## src/rtl/seven_seg_scan_controller.sv

```systemverilog
// ---------------------------------------------------------------------------
// seven_seg_scan_controller
//
// Time-multiplexed driver for a common-anode seven-segment display. Each
// digit owns a slot of REFRESH_DIV clock cycles. The first GUARD_CYCLES
// cycles of every slot are blanked so the previous digit's segment pattern
// cannot ghost onto the newly selected anode. The displayed values come from
// a snapshot taken once per frame, so a frame never mixes old and new data.
//
// Parameters
//   NUM_DIGITS   : multiplexed digit count, 2..8
//   REFRESH_DIV  : clock cycles per digit slot, >= 2
//   GUARD_CYCLES : blank cycles at the start of each slot, < REFRESH_DIV
//
// Ports
//   clk        : clock, all state changes on the rising edge
//   reset      : synchronous active-high reset
//   digit_data : hex nibble per digit, nibble i = bits [4i+3:4i], digit 0 rightmost
//   digit_en   : per-digit enable, 0 blanks the digit
//   dp_in      : per-digit decimal point request
//   an         : active-low anode select, bit i drives digit i
//   seg        : active-low segments {g,f,e,d,c,b,a}
//   dp         : active-low decimal point
//   digit_idx  : index of the slot currently being scanned
//   frame_tick : one-cycle pulse in the cycle the snapshot loads
// ---------------------------------------------------------------------------
module seven_seg_scan_controller #(
    parameter int NUM_DIGITS   = 4,
    parameter int REFRESH_DIV  = 100000,
    parameter int GUARD_CYCLES = 16
) (
    input  logic                          clk,
    input  logic                          reset,
    input  logic [4*NUM_DIGITS-1:0]       digit_data,
    input  logic [NUM_DIGITS-1:0]         digit_en,
    input  logic [NUM_DIGITS-1:0]         dp_in,
    output logic [NUM_DIGITS-1:0]         an,
    output logic [6:0]                    seg,
    output logic                          dp,
    output logic [$clog2(NUM_DIGITS)-1:0] digit_idx,
    output logic                          frame_tick
);

    localparam int CW = $clog2(REFRESH_DIV);
    localparam int IW = $clog2(NUM_DIGITS);

    localparam logic [CW-1:0] CNT_LAST = CW'(REFRESH_DIV - 1);
    localparam logic [IW-1:0] IDX_LAST = IW'(NUM_DIGITS - 1);

    typedef enum logic {
        ST_GUARD,
        ST_DRIVE
    } state_e;

    // With no guard interval the block never enters GUARD, including out of reset.
    localparam state_e ST_RESET = (GUARD_CYCLES == 0) ? ST_DRIVE : ST_GUARD;

    localparam logic [6:0] SEG_OFF = 7'b1111111;

    // -----------------------------------------------------------------------
    // Registers
    // -----------------------------------------------------------------------
    logic [CW-1:0]           cnt_q, cnt_d;
    logic [IW-1:0]           idx_q, idx_d;
    state_e                  state_q, state_d;
    logic [4*NUM_DIGITS-1:0] snap_data_q, snap_data_d;
    logic [NUM_DIGITS-1:0]   snap_en_q, snap_en_d;
    logic [NUM_DIGITS-1:0]   snap_dp_q, snap_dp_d;
    logic [NUM_DIGITS-1:0]   an_q, an_d;
    logic [6:0]              seg_q, seg_d;
    logic                    dp_q, dp_d;
    logic                    frame_tick_q, frame_tick_d;

    logic                    frame_load;
    logic                    guard_d;
    logic [3:0]              nibble_d;

    // -----------------------------------------------------------------------
    // Hex to active-low gfedcba decode
    // -----------------------------------------------------------------------
    function automatic logic [6:0] decode_hex(input logic [3:0] nib);
        logic [6:0] s;
        s = SEG_OFF;
        case (nib)
            4'h0: s = 7'b1000000;
            4'h1: s = 7'b1111001;
            4'h2: s = 7'b0100100;
            4'h3: s = 7'b0110000;
            4'h4: s = 7'b0011001;
            4'h5: s = 7'b0010010;
            4'h6: s = 7'b0000010;
            4'h7: s = 7'b1111000;
            4'h8: s = 7'b0000000;
            4'h9: s = 7'b0010000;
            4'hA: s = 7'b0001000;
            4'hB: s = 7'b0000011;
            4'hC: s = 7'b1000110;
            4'hD: s = 7'b0100001;
            4'hE: s = 7'b0000110;
            4'hF: s = 7'b0001110;
            default: s = SEG_OFF;
        endcase
        return s;
    endfunction

    // -----------------------------------------------------------------------
    // Slot counter, digit index and frame snapshot (next state)
    // -----------------------------------------------------------------------
    // NOTE: every signal driven here gets a default first, so no path
    // through the block can leave a value unassigned and infer a latch.
    always_comb begin
        cnt_d       = cnt_q + CW'(1);
        idx_d       = idx_q;
        snap_data_d = snap_data_q;
        snap_en_d   = snap_en_q;
        snap_dp_d   = snap_dp_q;
        frame_load  = (cnt_q == CNT_LAST) && (idx_q == IDX_LAST);

        if (cnt_q == CNT_LAST) begin
            cnt_d = '0;
            idx_d = (idx_q == IDX_LAST) ? '0 : idx_q + IW'(1);
        end

        // The snapshot is taken only at the very end of a frame so a frame
        // never shows a mix of old and new digits.
        if (frame_load) begin
            snap_data_d = digit_data;
            snap_en_d   = digit_en;
            snap_dp_d   = dp_in;
        end
    end

    // Guard window test on the upcoming counter value. A zero-length guard is
    // handled structurally to avoid a comparison that is constant-false.
    if (GUARD_CYCLES == 0) begin : g_no_guard
        assign guard_d = 1'b0;
    end else begin : g_guard
        localparam logic [CW-1:0] GUARD_LIM = CW'(GUARD_CYCLES);
        assign guard_d = (cnt_d < GUARD_LIM);
    end

    // -----------------------------------------------------------------------
    // FSM next state
    // -----------------------------------------------------------------------
    always_comb begin
        state_d = state_q;
        case (state_q)
            ST_GUARD: if (!guard_d) state_d = ST_DRIVE;
            ST_DRIVE: if (guard_d)  state_d = ST_GUARD;
            default:  state_d = ST_RESET;
        endcase
    end

    // -----------------------------------------------------------------------
    // Output decode. Computed from next-state values and then registered, so
    // the registered outputs line up with cnt/digit_idx of the same cycle and
    // no input reaches an output without passing through a flop.
    // -----------------------------------------------------------------------
    assign nibble_d = snap_data_d[{idx_d, 2'b00} +: 4];

    always_comb begin
        an_d         = '1;
        seg_d        = SEG_OFF;
        dp_d         = 1'b1;
        frame_tick_d = (cnt_d == CNT_LAST) && (idx_d == IDX_LAST);

        if (state_d == ST_DRIVE && snap_en_d[idx_d]) begin
            an_d[idx_d] = 1'b0;
            seg_d       = decode_hex(nibble_d);
            dp_d        = ~snap_dp_d[idx_d];
        end
    end

    // -----------------------------------------------------------------------
    // State registers
    // -----------------------------------------------------------------------
    // NOTE: sequential state uses non-blocking assignments so every flop
    // samples the pre-edge values regardless of statement order.
    always_ff @(posedge clk) begin
        if (reset) begin
            cnt_q        <= '0;
            idx_q        <= '0;
            state_q      <= ST_RESET;
            // NOTE: the snapshot is reset on purpose: cleared enables keep
            // the first frame after reset blank instead of showing stale data.
            snap_data_q  <= '0;
            snap_en_q    <= '0;
            snap_dp_q    <= '0;
            an_q         <= '1;
            seg_q        <= SEG_OFF;
            dp_q         <= 1'b1;
            frame_tick_q <= 1'b0;
        end else begin
            cnt_q        <= cnt_d;
            idx_q        <= idx_d;
            state_q      <= state_d;
            snap_data_q  <= snap_data_d;
            snap_en_q    <= snap_en_d;
            snap_dp_q    <= snap_dp_d;
            an_q         <= an_d;
            seg_q        <= seg_d;
            dp_q         <= dp_d;
            frame_tick_q <= frame_tick_d;
        end
    end

    assign an         = an_q;
    assign seg        = seg_q;
    assign dp         = dp_q;
    assign digit_idx  = idx_q;
    assign frame_tick = frame_tick_q;

endmodule

```

## config.mk

```make
export PLATFORM = sky130hd
export DESIGN_NAME = seven_seg_scan_controller
export DESIGN_NICKNAME = d
export VERILOG_FILES = /design/src/rtl/seven_seg_scan_controller.sv
export SDC_FILE = /design/constraint.sdc
export NUM_CORES = 1
export LEC_CHECK = 0
export CORE_AREA = 2 2 103 105
export DETAILED_ROUTE_END_ITERATION = 8
export DIE_AREA = 0 0 105 107
export GPL_ROUTABILITY_DRIVEN = 0
export HOLD_SLACK_MARGIN = 0.06
export PLACE_DENSITY_LB_ADDON = 0.15
export SYNTH_ARGS = -nofsm -noshare
export SYNTH_HDL_FRONTEND = slang
export SYNTH_SLANG_ARGS = --single-unit
```

## constraint.sdc

```tcl
create_clock -name clk -period 3.6 [get_ports clk]
set_input_delay 0.72 -clock clk [delete_from_list [all_inputs] [get_ports clk]]
set_output_delay 0.72 -clock clk [all_outputs]
set_load 0.02 [all_outputs]
```

==> out/results.ini <==
[hold_path]
hold_class = flip-flop to flip-flop
hp-start = snap_data_q[8]$_SDFF_PP0_

[layout]
utilization_pct = 35.5
register_area_sq_um = 1120
stdcell_count = 510
diodes = 0
mostFrequentLayoutCells = dfxtp_1 (56), nand2_1 (46), clkdlybuf4s50_1 (40), nor2_1 (30), mux2i_1 (20)
final_common_cell = dfxtp_1
drive_gt1_share_pct = 13.6
final_area_sq_um = 3590
fill_cells = 1113
synthToLayoutAreaGrowth_pct = 21.2
layout.nets = 406
multiInputGateArea_sq_um = 1680

[power]
p_int_mw = 0.796
power_switching_mw = 0.245
leakage_nw = 1.29
swShare_pct = 23.5
ir_worst_vdd_v = 0.000132
total_power_mw = 1.04
p_per_area_nw_per_um2 = 290
pwr-share-comb_pct = 4.7
seq_power_share_pct = 60.1
pwr-share-clk_pct = 35.3

[synthesis]
synth-adder-area-share_pct = 2.96
synthArstFlopShare_pct = 0
synthTopCellsByArea = dfxtp_1 (38%), mux2i_1 (6.8%), nand2_1 (5.8%), nor2_1 (3.8%), a21oi_1 (3.2%)
syn-num-nets = 367
synth-simple-area-share_pct = 26.7
synth_cells = 334
synth_xor_area_share_pct = 3.85
synthFlopType = dfxtp_1
synth_edf_count = 0
synth_area_per_cell_sq_um = 8.86
synth-seq-area-share_pct = 37.9
synth_cell_types = 60
synth_area_sq_um = 2960
synth-seq-cells = 56
synth-compound-area-share_pct = 14.4
synth_largest_area_cell = dfxtp_1
synth_top_family_by_area = simple AND/OR/NAND/NOR gates
netlist.area_leader.share_pct = 37.9
ys_warn_count = 0
synthMuxAreaShare_pct = 8.67

[critical_path]
worstPathRequired_ns = 3.76
crit_slowest_cell = a2111oi_4
crit_family = compound AO/OA/AOI/OAI gates
slowest_delay_ns = 0.78
critPathKind = flip-flop to flip-flop
cp.arrival_ns = 3.44
worstSetupStartpoint = cnt_q[0]$_SDFF_PP0_
path_cells = ha_1 > nand3_2 > buf_4 > nor4_2 > buf_4 > and3_1 > mux2i_1 > a22oi_1 > nand2_1 > a2111oi_4 > o311ai_1
start_kind = flip-flop
path_buf_inv = 2
cp_common_cell = buf_4
r2r-start = cnt_q[0]$_SDFF_PP0_
endpoint_kind = flip-flop
cp_max_fo = 12

[clocking]
numCtsBuffers = 5
cts_buffer_depth = 2
cts_setup_buffers = 0
clk_pin_slew_ns = 0.11
h-tree-depth = 2
root_buffer = clkbuf_8
hold_buffers = 0
clock_sinks = 56
ctsResizeCount = 0
cts_tree = done
clk_latency_ns = 0.31

[job]
maxCapViolCount = 0

[timing]
min_period_ns = 3.28
tightest_slew_ns = 0.887
timing.slew.headroom_pct = 40.9
slew_viol_final = 0
max_freq_ghz = 0.305
clock_skew_ns = 0.00541
rsz0062_at_grt = false
setup_tns_ns = 0
hold_viol_final = 0
finalSetupViolations = 0
fin_crit_sh_pct = 91.2

[placed_design]
dp_hpwl_microns = 5500
numPortBuffers = 40
dp_cells = 502
post_dp_cell_area_sq_um = 3490

[status]
run_status = finished clean

[die]
start_util_pct = 29.3
die_area_sq_um = 11200
boundaryPins = 41
die_h_microns = 107
core_area_sq_um = 10100
num_rows = 37
die_w_microns = 105

[routing]
vias = 2468
wl_per_cell_microns = 14.4
via_per_inst = 4.84
drt_first_iter_violations = 99
first_pass_iters = 4
drc = 0
postRouteAntennaNets = 0
wirelength_microns = 7350

[grt]
grt_max_degree = 27
first_global_vias = 2403
grt_pass1_wl_microns = 12300
grt_antenna_before_repair = 0
overflow = 0
grt.total_usage_pct = 13.7

## power by group through the flow
stage / logic, mW / clock network, mW / registers (mW)
floorplan: 0.0145 / 0 / 0.639
global placement: 0.0494 / 0 / 0.639
detailed placement: 0.0491 / 0 / 0.639
CTS: 0.0491 / 0.389 / 0.625
global route: 0.0534 / 0.410 / 0.626
finish: 0.0484 / 0.367 / 0.625
## worst paths after layout
kind,end,slack [ns],depth (start not counted)
min,snap_data_q[8]$_SDFF_PP0_,0.46,2
max,seg[2]$_SDFF_PP1_,0.32,11
max reg2reg,seg[2]$_SDFF_PP1_,0.32,11
min reg2reg,snap_data_q[8]$_SDFF_PP0_,0.46,2
## layer usage
metal,vias up,track usage (%),share of wire [%]
met3,8,2.98,4.9
met5,-,0,0
met1,1142,18.4,50
met4,0,4.67,1.7
li1,1262,-,-
met2,56,21.6,44
## metrics by stage
step	hold WS, ns	worst slack (ns)
global route	0.489	0.0410
detailed placement	0.450	0.212
floorplan	0.428	0.573
CTS	0.467	0.186
finish	0.462	0.317
global placement	0.446	0.294
## area by class of cell
cell class                      instances  share of cell area, %
Inverter                                6                  0.628
Tap cell                              136                   4.75
Timing Repair Buffer                   53                   13.9
Clock inverter                          3                  0.768
Sequential cell                        56                   31.3
Clock buffer                            5                   1.92
Multi-Input combinational cell        251                   46.8
## cells by family after synthesis
logic type / after synthesis
DFF: 56
muxes: 25
and+or+nand+nor: 151
adders and majority gates: 7
buffers and inverters: 27
AOI/OAI and AO/OA: 55
xor gates and xnor gates: 13
## cell usage after synthesis, types with 5 or more instances
| master | n |
|---|---|
| xnor2_1 | 7 |
| xor2_1 | 6 |
| dfxtp_1 | 56 |
| clkbuf_1 | 9 |
| buf_6 | 6 |
| a21oi_1 | 19 |
| mux2i_1 | 20 |
| nor2_1 | 30 |
| inv_1 | 6 |
| nand4_1 | 10 |
| ha_1 | 7 |
| nor3_1 | 10 |
| nand2_1 | 46 |
| nand3_1 | 14 |
| o21ai_2 | 5 |
## sequential cells by signal, summed over array words and instances (netlist names)
| name | count |
|---|---|
| cnt_q | 17 |
| snap_data_q | 16 |
| seg | 7 |
| an | 4 |
| snap_dp_q | 4 |
| snap_en_q | 4 |
| digit_idx | 2 |
| dp | 1 |
| frame_tick | 1 |
## tightest hold or removal path, delay by kind of cell (launching register included)
kind | cells | cell delay [ns]
simple gates | 1 | 0.05
compound gates | 1 | 0.05
flops | 1 | 0.32
No activity file was read; power rests on OpenSTA's default activity.
